--- src/rtl/dmem_arbiter.sv ---
// Two-port (core C, debug D) arbiter onto a single-port byte-wide data memory.
// Splits byte/half/word requests into little-endian byte beats with round-robin arbitration.
module dmem_arbiter #(
  parameter int unsigned ADDR_W = 6
) (
  input  logic              clock,
  input  logic              reset,
  input  logic              c_req,
  input  logic              c_we,
  input  logic [1:0]        c_size,
  input  logic [ADDR_W-1:0] c_addr,
  input  logic [31:0]       c_wdata,
  output logic              c_ack,
  output logic              c_err,
  output logic [31:0]       c_rdata,
  input  logic              d_req,
  input  logic              d_we,
  input  logic [1:0]        d_size,
  input  logic [ADDR_W-1:0] d_addr,
  input  logic [31:0]       d_wdata,
  output logic              d_ack,
  output logic              d_err,
  output logic [31:0]       d_rdata,
  output logic              mem_en,
  output logic              mem_we,
  output logic [ADDR_W-1:0] mem_addr,
  output logic [7:0]        mem_wdata,
  input  logic [7:0]        mem_rdata,
  output logic              busy,
  output logic              grant
);

  typedef enum logic [1:0] {StIdle, StBeat, StDone, StResp} state_e;

  state_e              r_state, w_state_d;
  logic [1:0]          r_cnt;
  logic                r_last_grant;
  logic                r_grant;
  logic                r_we;
  logic [1:0]          r_size;
  logic [ADDR_W-1:0]   r_addr;
  logic [31:0]         r_wdata;
  logic [31:0]         r_rbuf;
  logic                r_c_err, r_d_err;
  logic [31:0]         r_c_rdata, r_d_rdata;

  logic                w_any;
  logic                w_sel;
  logic                w_sel_we;
  logic [1:0]          w_sel_size;
  logic [ADDR_W-1:0]   w_sel_addr;
  logic [31:0]         w_sel_wdata;
  logic                w_sel_illegal;
  logic [1:0]          w_last_idx;
  logic [31:0]         w_rdata_fin;

  // On a tie the port that did not win last time is served; 0 = C, 1 = D.
  assign w_any       = c_req | d_req;
  assign w_sel       = (c_req & d_req) ? ~r_last_grant : d_req;
  assign w_sel_we    = w_sel ? d_we    : c_we;
  assign w_sel_size  = w_sel ? d_size  : c_size;
  assign w_sel_addr  = w_sel ? d_addr  : c_addr;
  assign w_sel_wdata = w_sel ? d_wdata : c_wdata;

  assign w_sel_illegal = (w_sel_size == 2'd3) ||
                         ((w_sel_size == 2'd1) && w_sel_addr[0]) ||
                         ((w_sel_size == 2'd2) && (w_sel_addr[1:0] != 2'b00));

  always_comb begin
    w_last_idx = 2'd0;
    unique case (r_size)
      2'd1:    w_last_idx = 2'd1;
      2'd2:    w_last_idx = 2'd3;
      default: w_last_idx = 2'd0;
    endcase
  end

  // The final byte arrives in DONE, one cycle after the last read beat.
  assign w_rdata_fin = r_we ? 32'h0 :
                       (r_rbuf | ({24'h0, mem_rdata} << {w_last_idx, 3'b000}));

  always_comb begin
    w_state_d = r_state;
    unique case (r_state)
      StIdle: if (w_any) w_state_d = w_sel_illegal ? StResp : StBeat;
      StBeat: if (r_cnt == w_last_idx) w_state_d = StDone;
      StDone: w_state_d = StResp;
      StResp: w_state_d = StIdle;
      default: w_state_d = StIdle;
    endcase
  end

  always_ff @(posedge clock) begin
    if (reset) begin
      r_state      <= StIdle;
      r_cnt        <= 2'd0;
      r_last_grant <= 1'b1;
      r_grant      <= 1'b0;
      r_we         <= 1'b0;
      r_size       <= 2'd0;
      r_addr       <= '0;
      r_wdata      <= 32'h0;
      r_rbuf       <= 32'h0;
      r_c_err      <= 1'b0;
      r_d_err      <= 1'b0;
      r_c_rdata    <= 32'h0;
      r_d_rdata    <= 32'h0;
    end else begin
      r_state <= w_state_d;
      unique case (r_state)
        StIdle: begin
          if (w_any) begin
            r_grant      <= w_sel;
            r_last_grant <= w_sel;
            r_we         <= w_sel_we;
            r_size       <= w_sel_size;
            r_addr       <= w_sel_addr;
            r_wdata      <= w_sel_wdata;
            r_cnt        <= 2'd0;
            r_rbuf       <= 32'h0;
            if (w_sel_illegal) begin
              if (w_sel) begin
                r_d_err   <= 1'b1;
                r_d_rdata <= 32'h0;
              end else begin
                r_c_err   <= 1'b1;
                r_c_rdata <= 32'h0;
              end
            end
          end
        end
        StBeat: begin
          r_cnt <= r_cnt + 2'd1;
          if (!r_we && (r_cnt != 2'd0)) r_rbuf[{r_cnt - 2'd1, 3'b000} +: 8] <= mem_rdata;
        end
        StDone: begin
          if (r_grant) begin
            r_d_err   <= 1'b0;
            r_d_rdata <= w_rdata_fin;
          end else begin
            r_c_err   <= 1'b0;
            r_c_rdata <= w_rdata_fin;
          end
        end
        default: ;
      endcase
    end
  end

  // Reset forces every output low at once so an aborted transfer issues no further beat.
  always_comb begin
    busy      = 1'b0;
    grant     = 1'b0;
    mem_en    = 1'b0;
    mem_we    = 1'b0;
    mem_addr  = '0;
    mem_wdata = 8'h0;
    c_ack     = 1'b0;
    d_ack     = 1'b0;
    c_err     = 1'b0;
    d_err     = 1'b0;
    c_rdata   = 32'h0;
    d_rdata   = 32'h0;
    if (!reset) begin
      busy    = (r_state != StIdle);
      grant   = busy & r_grant;
      c_err   = r_c_err;
      d_err   = r_d_err;
      c_rdata = r_c_rdata;
      d_rdata = r_d_rdata;
      if (r_state == StBeat) begin
        mem_en    = 1'b1;
        mem_we    = r_we;
        mem_addr  = r_addr + ADDR_W'(r_cnt);
        mem_wdata = r_wdata[{r_cnt, 3'b000} +: 8];
      end
      if (r_state == StResp) begin
        c_ack = ~r_grant;
        d_ack = r_grant;
      end
    end
  end

endmodule

--- config.mk ---
export PLATFORM = sky130hd
export DESIGN_NAME = dmem_arbiter
export DESIGN_NICKNAME = d
export VERILOG_FILES = /design/src/rtl/dmem_arbiter.sv
export SDC_FILE = /design/constraint.sdc
export NUM_CORES = 1
export LEC_CHECK = 0
export CAP_MARGIN = 20
export CORE_ASPECT_RATIO = 0.8
export CORE_MARGIN = 2
export CORE_UTILIZATION = 25
export DETAILED_ROUTE_END_ITERATION = 10
export PLACE_DENSITY = 0.57
export SLEW_MARGIN = 15
export SYNTH_ARGS = -nofsm -noshare
export SYNTH_HDL_FRONTEND = slang
export SYNTH_SLANG_ARGS = --single-unit
--- constraint.sdc ---
create_clock -name clock -period 6.3 [get_ports clock]
set_input_delay 1.26 -clock clock [delete_from_list [all_inputs] [get_ports clock]]
set_output_delay 1.26 -clock clock [all_outputs]
set_load 0.01 [all_outputs]
==> Flow_metrics.wiki, run 1 <==
{| class="wikitable"
! Metric !! Value
|-
| Run status || completed
|-
| Top_reg_cell synth || dfxtp_1
|-
| Worst Path Max Fanout || 13
|-
| CORE AREA || 0.02828 sq mm
|-
| Finish-stage setup viols || 0
|-
| Number of maximum-capacitance constraint violations || 0
|-
| CTS tree || yes
|-
| Largest net degree at the start of global routing || 153
|-
| Final ANT Viol Nets || 0
|-
| Clock buffers created by TritonCTS || 17
|-
| Io pins || 180
|-
| Fin crit share || between 60% and 70%
|-
| Post-Synth Simple-Gate Area || between 20% and 30%
|-
| Hold bufs inserted after CTS || 0
|-
| Overall routing resource usage || 14.53%
|-
| Overflow left after global routing || 0
|-
| Crit path DAT || 2.90 ns
|-
| Via count of the routed design || 6281
|-
| Gates resized, CTS repair || 0
|-
| Worst path required time || 5.04 ns
|-
| Number of remaining DRC errors || 0
|-
| Setup TNS || 0 ns
|-
| Depth of the CTS H-tree || 4
|-
| Async set-or-reset flop fraction in the synthesized netlist || 0%
|-
| VDD IR-drop max || roughly 0.19 mV
|-
| Leakage || between 4 and 5 nW
|-
| Utilization of the core after routing || around a third
|-
| Smallest setup slack after layout || 2.145 ns
|-
| Post-placement worst setup slack || 2.135 ns
|-
| Ratio of cells with drive above 1 in the final layout || 5.689%
|-
| Cell area after layout || 0.009812 sq mm
|-
| Type of destination of the critical path || primary output
|-
| Estimated wirelength of the detail-placed design || 14950 um
|-
| Count of port buffers added during placement || between 150 and 200
|-
| Detail-routed via count per cell || 4.578
|-
| Netlist Area Pre-Place || just over 0.007 sq mm
|-
| Wire length of the first global-routing pass || between 30000 and 40000 um
|-
| Effective utilization at floorplan || 25.38%
|-
| Max-slew violation count || 0
|-
| Instance count along the most critical hold path || 2
|-
| Class of the worst hold path || flop to flop
|-
| Setup fix buffers added after clock tree synthesis || 0
|-
| Count of endpoints failing hold in the final timing report || 0
|-
| Avg Inst Size Synth || 8.407 sq um
|-
| Synth Area in Adders || 2.370%
|-
| Total placed instance area || 0.009218 sq mm
|-
| Share of synthesized area spent on multiplexers || 11.75%
|-
| Number of synthesis warnings || 0
|-
| Antenna cell count || 0
|-
| Number of antenna violations at the first check in global routing || 0
|-
| Area fraction in compound gates after synthesis || between 10% and 20%
|-
| Clk slew on worst S/H paths || 0.07 ns
|-
| Critical path start-end classification || flop to primary output
|-
| Deepest clock path buffer count || 2
|-
| Transition time at the pin with the least slew margin || 0.9790 ns
|-
| Clock tree root buffer cell || clkbuf_16
|-
| Total number of placement rows || 55
|-
| Clock insertion delay at the later pin of the skew report || about 0.42 ns
|-
| Number of nets produced by synthesis || 961
|-
| Clock sinks || between 100 and 150
|-
| RSZ-0062 raised after global routing || false
|-
| Number of distinct standard cells referenced by the synthesized netlist || 48
|-
| Die Y-Extent || between 150 and 200 um
|-
| Worst reg-to-reg path cell count || 6
|-
| DR pass1 iterations || 5
|-
| Initial detailed-routing violation count || 293
|-
| Fmax achieved || between 0.2 and 0.25 GHz
|-
| Largest area contributor in the synthesized netlist || dfxtp_1
|-
| Final weighted congestion in routability-driven placement || approximately 0.75
|-
| Combinational family with the most area after synthesis || simple AND/OR/NAND/NOR gates
|-
| XOR/XNOR Fraction of Synth Area || 0.7320%
|-
| Clock Skew || 0.008407 ns
|-
| Top cells by area, synth || dfxtp_1, mux2i_1, nand2_1
|-
| Number of synthesized flops with an enable pin || 0
|-
| Post-layout minimum cycle time || 4.155 ns
|-
| Area Growth Syn to Fin || 36.67%
|-
| Die Area || 0.03010 sq mm
|-
| Type of element launching the critical path || flop
|-
| Area share of the largest cell type after synthesis || 40.43%
|-
| Total Nets Final || 1097
|-
| Gate Count Post-Synth || 854
|-
| Number of global-route vias before repair || 6095
|-
| Slew HR || 34.65%
|-
| Power per cell area || 350.3 mW/mm^2
|-
| Power consumption || 3.437 mW
|-
| Final wirelength || 21730 um
|-
| Post-synthesis sequential element count || 145
|-
| Share of the yosys chip area belonging to registers || approximately 40%
|-
| Avg WL per Cell || 15.84 um
|-
| Die width || 193.5 um
|}
stage by stage:
| step | hold slack, ns | std cells |
|---|---|---|
| 2_1_floorplan | 0.4287 | 854 |
| 3_3_place_gp | 0.4357 | 1341 |
| 3_5_place_dp | 0.4422 | 1341 |
| 4_1_cts | 0.4509 | 1372 |
| 5_1_grt | 0.4743 | 1372 |
| 6_report | 0.4486 | 1372 |
power by group:
group | switching [mW] | internal, mW
clock | 0.437 | 0.601
sequential | 0.103 | 1.05
combinational | 0.732 | 0.519
total | 1.27 | 2.16
area by class of cell:
cell class / count / area [sq um]
well taps: 370 / 462.9
clock buffers: 18 / 439.2
clock inverters: 13 / 155.1
inverters: 73 / 274.0
fillers: 2979 / 18470
multi-input cells: 567 / 3724
flip-flops and latches: 145 / 2903
repair buffers: 186 / 1854
state kept, by name, indices dropped and copies added, names as in the netlist:
register      flops
r_grant           1
r_last_grant      1
r_size            2
r_rbuf           32
r_we              1
r_d_err           1
r_c_rdata        32
r_c_err           1
r_state           2
r_wdata          32
r_addr            6
r_d_rdata        32
r_cnt             2
routing by layer:
metal | vias up | track usage, % | share of wire [%]
met5 | - | 0 | 0
met4 | 0 | 4.762 | 1.9
met3 | 22 | 3.048 | 4.0
met2 | 129 | 21.85 | 43
met1 | 2976 | 20.65 | 51
li1 | 3154 | - | -
critical path, stage by stage (launching register included):
cell	delay, ns
dfxtp_1	0.33
inv_1	0.10
ha_1	0.50
nand2b_1	0.48
inv_1	0.31
and2_1	0.20
clkdlybuf4s50_1	0.54
path summary, 6_finish.rpt:
kind	startpoint	to	slack, ns
min	r_rbuf[19]	r_rbuf[19]	0.45
min reg2reg	r_rbuf[19]	r_rbuf[19]	0.45
max	r_state[1]	mem_addr[0]	2.14
max reg2reg	r_state[0]	r_c_err	3.28
cell usage in the layout, fill, tap and decap left out, drive strengths merged, types with 4 or more instances in the layout:
| cell type | synthesis | final |
|---|---|---|
| buf | 22 | 8 |
| dfxtp | 145 | 145 |
| nand2 | 136 | 136 |
| nand2b | 69 | 69 |
| a32oi | 7 | 7 |
| inv | 73 | 77 |
| a21oi | 32 | 32 |
| nand4 | 4 | 4 |
| clkbuf | 47 | 18 |
| ha | 12 | 12 |
| and3 | 11 | 11 |
| clkdlybuf4s50 | 0 | 178 |
| o21ai | 14 | 14 |
| mux2i | 64 | 64 |
| nor2 | 58 | 58 |
| clkinv | 0 | 4 |
| mux4 | 8 | 8 |
| nor2b | 13 | 13 |
| and2 | 4 | 4 |
| nor3 | 5 | 5 |
| nand3 | 27 | 27 |
| nor3b | 4 | 4 |
| a311oi | 41 | 41 |
| a21o | 24 | 24 |
logic make-up after synthesis:
group	count (synthesis)
compound gates	133
xor+xnor	6
fa+ha+maj	13
buf+inv	142
flops	145
mux	74
simple gates	341
synth_stat cells (13+ instances only):
cell type and count:
a21o_1 24, a21oi_1 32, a311oi_1 41, buf_1 13, clkbuf_1 46, dfxtp_1 145, inv_1 73, mux2i_1 64
nand2_1 136, nand2b_1 69, nand3_1 27, nor2_1 58, nor2b_1 13
No activity file was read; power rests on OpenSTA's default activity.
==> inputs of run 2 (changes only) <==
- PLACE_DENSITY: 0.57 -> 0.59
- clock period: 6.3 -> 3.5 ns (I/O delays scaled with it)
==> run 2 against run 1 <==
  * Utilization increased by 0.33 points
  * First-iteration DRC count shrank 0.34%
  * Clock-buffer cell count fell by 1
  * Critical path depth increased by 1
  * Die area stayed put
  * Sequential share of layout area shrank 0.28 points
  * Non-clock buffer count up 8
  * Clock power rose by 79%
  * Routed wire length is essentially flat
  * Critical endpoint is now mem_addr[1]
  * Largest cell class unchanged
==> Flow_metrics.wiki, run 2 (synthesis results as in run 1) <==
{| class="wikitable"
! Metric !! Value
|-
| Avg WL per Cell || 15.73 um
|-
| Clock Skew || 0.01083 ns
|-
| RSZ-0062 raised after global routing || false
|-
| Placed Cells incl. Taps || around 1.3k
|-
| Die width || 193.5 um
|-
| Setup fix buffers added after clock tree synthesis || 0
|-
| Number of antenna violations at the first check in global routing || 0
|-
| Instance count along the most critical hold path || 2
|-
| Fin crit share || between 80% and 90%
|-
| Io pins || 180
|-
| Final ANT Viol Nets || 0
|-
| Most common cell on crit path || inv_1
|-
| Setup TNS || 0 ns
|-
| Worst Path Max Fanout || 13
|-
| Depth of the CTS H-tree || 4
|-
| Effective utilization at floorplan || 25.38%
|-
| Final wirelength || 21720 um
|-
| Largest net degree at the start of global routing || 79
|-
| Count of port buffers added during placement || 179
|-
| Type of destination of the critical path || primary output
|-
| Overflow left after global routing || 0
|-
| Detail-routed via count per cell || 4.562
|-
| Worst path required time || 2.80 ns
|-
| Via count of the routed design || 6300
|-
| Slew HR || 31.06%
|-
| Clock sinks || 145
|-
| Clock tree root buffer cell || clkbuf_16
|-
| Critical path start-end classification || flop to primary output
|-
| Antenna cell count || 0
|-
| Clk slew on worst S/H paths || about 0.060 ns
|-
| Commonest cells after routing, fill and taps aside || clkdlybuf4s50_1, dfxtp_1, nand2_1, inv_1, nand2b_1
|-
| Power per cell area || 629.0 mW/mm^2
|-
| Total Nets Final || 1105
|-
| Initial detailed-routing violation count || 292
|-
| Largest stage delay on the critical path || 0.53 ns
|-
| Die Y-Extent || ~160 um
|-
| Clock insertion delay at the later pin of the skew report || 0.42 ns
|-
| Number of maximum-capacitance constraint violations || 0
|-
| Estimated wirelength of the detail-placed design || 15550 um
|-
| Transition time at the pin with the least slew margin || 1.026 ns
|-
| Class of the worst hold path || flop to flop
|-
| Type of element launching the critical path || flop
|-
| Overall routing resource usage || roughly 14%
|-
| Run status || completed
|-
| Number of remaining DRC errors || 0
|-
| Finish-stage setup viols || 0
|-
| Die Area || 0.03010 sq mm
|-
| Clock buffers created by TritonCTS || 17
|-
| Deepest clock path buffer count || 2
|-
| Post-route insts no fill || 1381
|-
| Leakage || 4.482 nW
|-
| DR pass1 iterations || 4
|-
| Hold bufs inserted after CTS || 0
|-
| Final weighted congestion in routability-driven placement || 0.7615
|-
| Utilization of the core after routing || 35.02%
|-
| Ratio of cells with drive above 1 in the final layout || 6.528%
|-
| Worst reg-to-reg path cell count || 7
|-
| CTS tree || yes
|-
| Total number of placement rows || 55
|-
| Most common cell after layout, fill and taps aside || clkdlybuf4s50_1
|-
| Post-layout minimum cycle time || 3.019 ns
|-
| Gates resized, CTS repair || 0
|-
| Chain of cells forming the critical path || inv_1, ha_1, nand2b_1, buf_4, inv_1, and2_1, clkdlybuf4s50_1
|-
| Crit path DAT || approximately 2.3 ns
|-
| CORE AREA || approximately 0.028 sq mm
|-
| Area Growth Syn to Fin || 37.96%
|-
| Number of global-route vias before repair || 6128
|-
| VDD IR-drop max || 0.3629 mV
|-
| Count of endpoints failing hold in the final timing report || 0
|-
| Wire length of the first global-routing pass || 34330 um
|-
| Standard cell with the maximum stage delay on the critical path || clkdlybuf4s50_1
|-
| Max-slew violation count || 0
|-
| Fmax achieved || 0.3313 GHz
|}
## run 2: cell types whose count changed in the layout (fill, tap and decap cells not counted), sizes merged
| cell | previous run | this run |
|---|---|---|
| buf | 8 | 16 |
| inv | 77 | 79 |
| clkbuf | 18 | 17 |
## run 2: power breakdown
part	total, mW	leakage, nW	internal, mW	switching (mW)
Combinational	2.34	3.02	0.986	1.35
Sequential	2.04	1.18	1.88	0.155
Clock	1.86	0.286	1.07	0.787
Total	6.23	4.48	3.94	2.29
## run 2: per-stage QoR
stage / hold WS, ns / power (mW) / worst slack, ns / instance area (sq um)
6_report: 0.4482 / 6.230 / 0.4814 / 9905
5_1_grt: 0.4645 / 6.580 / 0.3089 / 9905
4_1_cts: 0.4506 / 6.288 / 0.4456 / 9905
3_5_place_dp: 0.4420 / 4.412 / 0.4837 / 9303
3_3_place_gp: 0.4342 / 4.392 / 0.5411 / 9303
2_1_floorplan: 0.4287 / 3.723 / 0.9879 / 7179
## run 2: area by class of cell
type	instances	area [sq um]
clock buffer	17	425.4
clock inverter	15	176.4
fill	2920	18380
inverter	73	274.0
multi-input combinational	567	3724
sequential	145	2903
tap	370	462.9
timing repair buffer	194	1939
## run 2: layer usage
| metal | share of wire [%] | global-route usage [%] | wire length [um] |
|---|---|---|---|
| met1 | 51 | 20.14 | 11010 |
| met2 | 43 | 22.21 | 9427 |
| met3 | 4.6 | 3.286 | 994 |
| met4 | 1.3 | 4.689 | 281 |
| met5 | 0 | 0 | 0 |
## run 2: final timing paths
| path | from | endpoint | slack, ns |
|---|---|---|---|
| setup reg to reg | r_state[0] | r_d_rdata[3] | 0.94 |
| setup / recovery | r_state[1] | mem_addr[1] | 0.48 |
| hold / removal | r_rbuf[23] | r_rbuf[23] | 0.45 |
| hold reg to reg | r_rbuf[23] | r_rbuf[23] | 0.45 |
## run 2: worst max-delay path, delay by kind of cell (launching register included)
kind / cells / cell delay (ns)
AND/OR/NAND/NOR: 2 / 0.24
adder cells (fa/ha/maj): 1 / 0.39
buffers and inverters: 4 / 0.95
flip-flops: 1 / 0.33
==> inputs of run 3 (changes only) <==
- PLACE_DENSITY: 0.59 -> unset
- PLACE_DENSITY_LB_ADDON: unset -> 0.15
- REMOVE_ABC_BUFFERS: unset -> 1
- clock period: 3.5 -> 3.46 ns (I/O delays scaled with it)
==> run 3 against run 2 <==
  * Cell area up 1.0%
  * Final cell count grew 0.36%
  * Via count down 1.3%
  * First-iteration DRC count shrank 18%
  * Combinational power grew 2%
  * Global-route usage grew 0.34 points
  * Clock power grew 13%
  * Hold slack about the same
  * Sequential cell count is the same
  * Die area stayed put
  * Critical path depth fell by 3
  * Clock-buffer cell count increased by 1
  * Largest cell class unchanged
  * Highest routed layer unchanged
==> Flow_metrics.wiki, run 3 (synthesis results as in run 1) <==
{| class="wikitable"
! Metric !! Value
|-
| Run status || completed
|-
| Number of global-route vias before repair || 6167
|-
| Type of element launching the critical path || flop
|-
| DR pass1 iterations || 4
|-
| Final worst hold slack || roughly 0.45 ns
|-
| Final weighted congestion in routability-driven placement || 0.7204
|-
| Initial detailed-routing violation count || 240
|-
| Io pins || 180
|-
| Clock tree root buffer cell || clkbuf_16
|-
| CTS tree || yes
|-
| Post-route insts no fill || 1386
|-
| Class of the worst hold path || flop to flop
|-
| Clock sinks || ~150
|-
| Crit path DAT || 2.43 ns
|-
| Wire length on met1 || 11110 um
|-
| Estimated wirelength of the detail-placed design || around 15000 um
|-
| Smallest setup slack after layout || 0.3402 ns
|-
| Worst Path Max Fanout || 14
|-
| Antenna cell count || 0
|-
| Number of maximum-capacitance constraint violations || 0
|-
| Chain of cells forming the critical path || buf_4, mux4_2, nor2b_1, clkdlybuf4s50_1
|-
| Depth of the CTS H-tree || 4
|-
| Critical path start-end classification || flop to primary output
|-
| Type of destination of the critical path || primary output
|-
| Final wirelength || 22300 um
|-
| Instance count along the most critical hold path || 2
|-
| Standard cell with the maximum stage delay on the critical path || mux4_2
|-
| Count of endpoints failing hold in the final timing report || 0
|-
| VDD IR-drop max || 0.4356 mV
|-
| Overall routing resource usage || 14.83%
|-
| Total met3 wirelength after detailed routing || 655 um
|-
| Detail-routed via count per cell || 4.488
|-
| Die Y-Extent || 155.6 um
|-
| Worst path required time || 2.77 ns
|-
| Clk slew on worst S/H paths || roughly 0.060 ns
|-
| Avg WL per Cell || around 16 um
|-
| CORE AREA || 0.02828 sq mm
|-
| Leakage || 4.549 nW
|-
| Area Growth Syn to Fin || 39.39%
|-
| Fin crit share || 90.17%
|-
| Utilization of the core after routing || 35.38%
|-
| Total Nets Final || 1110
|-
| RSZ-0062 raised after global routing || false
|-
| Setup TNS || 0 ns
|-
| Post-layout minimum cycle time || 3.120 ns
|-
| Number of remaining DRC errors || 0
|-
| Power per cell area || 653.5 mW/mm^2
|-
| Critical path buffers and inverters || 2
|-
| Power consumption || about 6.5 mW
|-
| Largest stage delay on the critical path || 0.53 ns
|-
| Ratio of cells with drive above 1 in the final layout || ~7%
|-
| Commonest cells after routing, fill and taps aside || clkdlybuf4s50_1, dfxtp_1, nand2_1, inv_1, nand2b_1
|-
| Wire length of the first global-routing pass || 35070 um
|-
| Largest net degree at the start of global routing || 133
|-
| Effective utilization at floorplan || 25.38%
|-
| Slew HR || 51.81%
|-
| Cell area after layout || roughly 0.010 sq mm
|-
| Logic depth of the worst setup path including buffers || 4
|-
| Most common cell after layout, fill and taps aside || clkdlybuf4s50_1
|-
| Number of antenna violations at the first check in global routing || 0
|-
| Gates resized, CTS repair || 0
|-
| Clock buffers created by TritonCTS || 17
|-
| Transition time at the pin with the least slew margin || 0.7190 ns
|-
| Die width || approximately 190 um
|-
| Finish-stage setup viols || 0
|-
| Setup fix buffers added after clock tree synthesis || 0
|-
| Fmax achieved || approximately 0.32 GHz
|-
| Clock insertion delay at the later pin of the skew report || 0.43 ns
|-
| Final ANT Viol Nets || 0
|-
| Max-slew violation count || 0
|-
| Dominant delay contributor by cell family on the critical path || buffers and inverters
|-
| Overflow left after global routing || 0
|-
| Max layer used || met4
|-
| Via count of the routed design || 6220
|-
| Total number of placement rows || 55
|-
| Post-placement worst setup slack || 0.6083 ns
|-
| Worst reg-to-reg path cell count || 7
|-
| Placed Cells incl. Taps || 1354
|-
| Die Area || 0.03010 sq mm
|-
| Count of port buffers added during placement || 179
|-
| Total placed instance area || 0.009340 sq mm
|-
| Clock Skew || 0.008683 ns
|-
| Detail Route met2 WL || 10320 um
|-
| Hold bufs inserted after CTS || 0
|-
| Deepest clock path buffer count || 2
|}
## run 3: final cells by class
| type | instances | area (sq um) |
|---|---|---|
| clock buffer | 18 | 439.2 |
| tap | 370 | 462.9 |
| fill | 2919 | 18280 |
| timing repair buffer | 199 | 1977 |
| multi-input combinational | 567 | 3724 |
| clock inverter | 14 | 227.7 |
| inverter | 73 | 274.0 |
| sequential | 145 | 2903 |
## run 3: worst paths after layout
kind,start,endpoint,slack (ns)
worst max-delay path,r_cnt[0],mem_wdata[6],0.34
worst min register to register,r_rbuf[21],r_rbuf[21],0.45
worst min-delay path,r_rbuf[21],r_rbuf[21],0.45
worst max register to register,r_cnt[1],r_rbuf[11],0.86
## run 3: tightest hold or removal path, stage by stage, from the launching register on
cell and delay [ns]:
dfxtp_1 0.30, nand2_1 0.05, a21oi_1 0.05
## run 3: layer usage
| layer | GRT usage (%) | vias to the layer above |
|---|---|---|
| li1 | - | 3181 |
| met4 | 3.817 | 0 |
| met2 | 23.89 | 90 |
| met3 | 2.875 | 13 |
| met5 | 0 | - |
| met1 | 20.36 | 2936 |
## run 3: report_power, final
group | internal, mW | switching [mW] | leakage, nW
clock network | 1.31 | 0.792 | 0.327
logic | 1.01 | 1.37 | 3.04
registers | 1.90 | 0.146 | 1.18
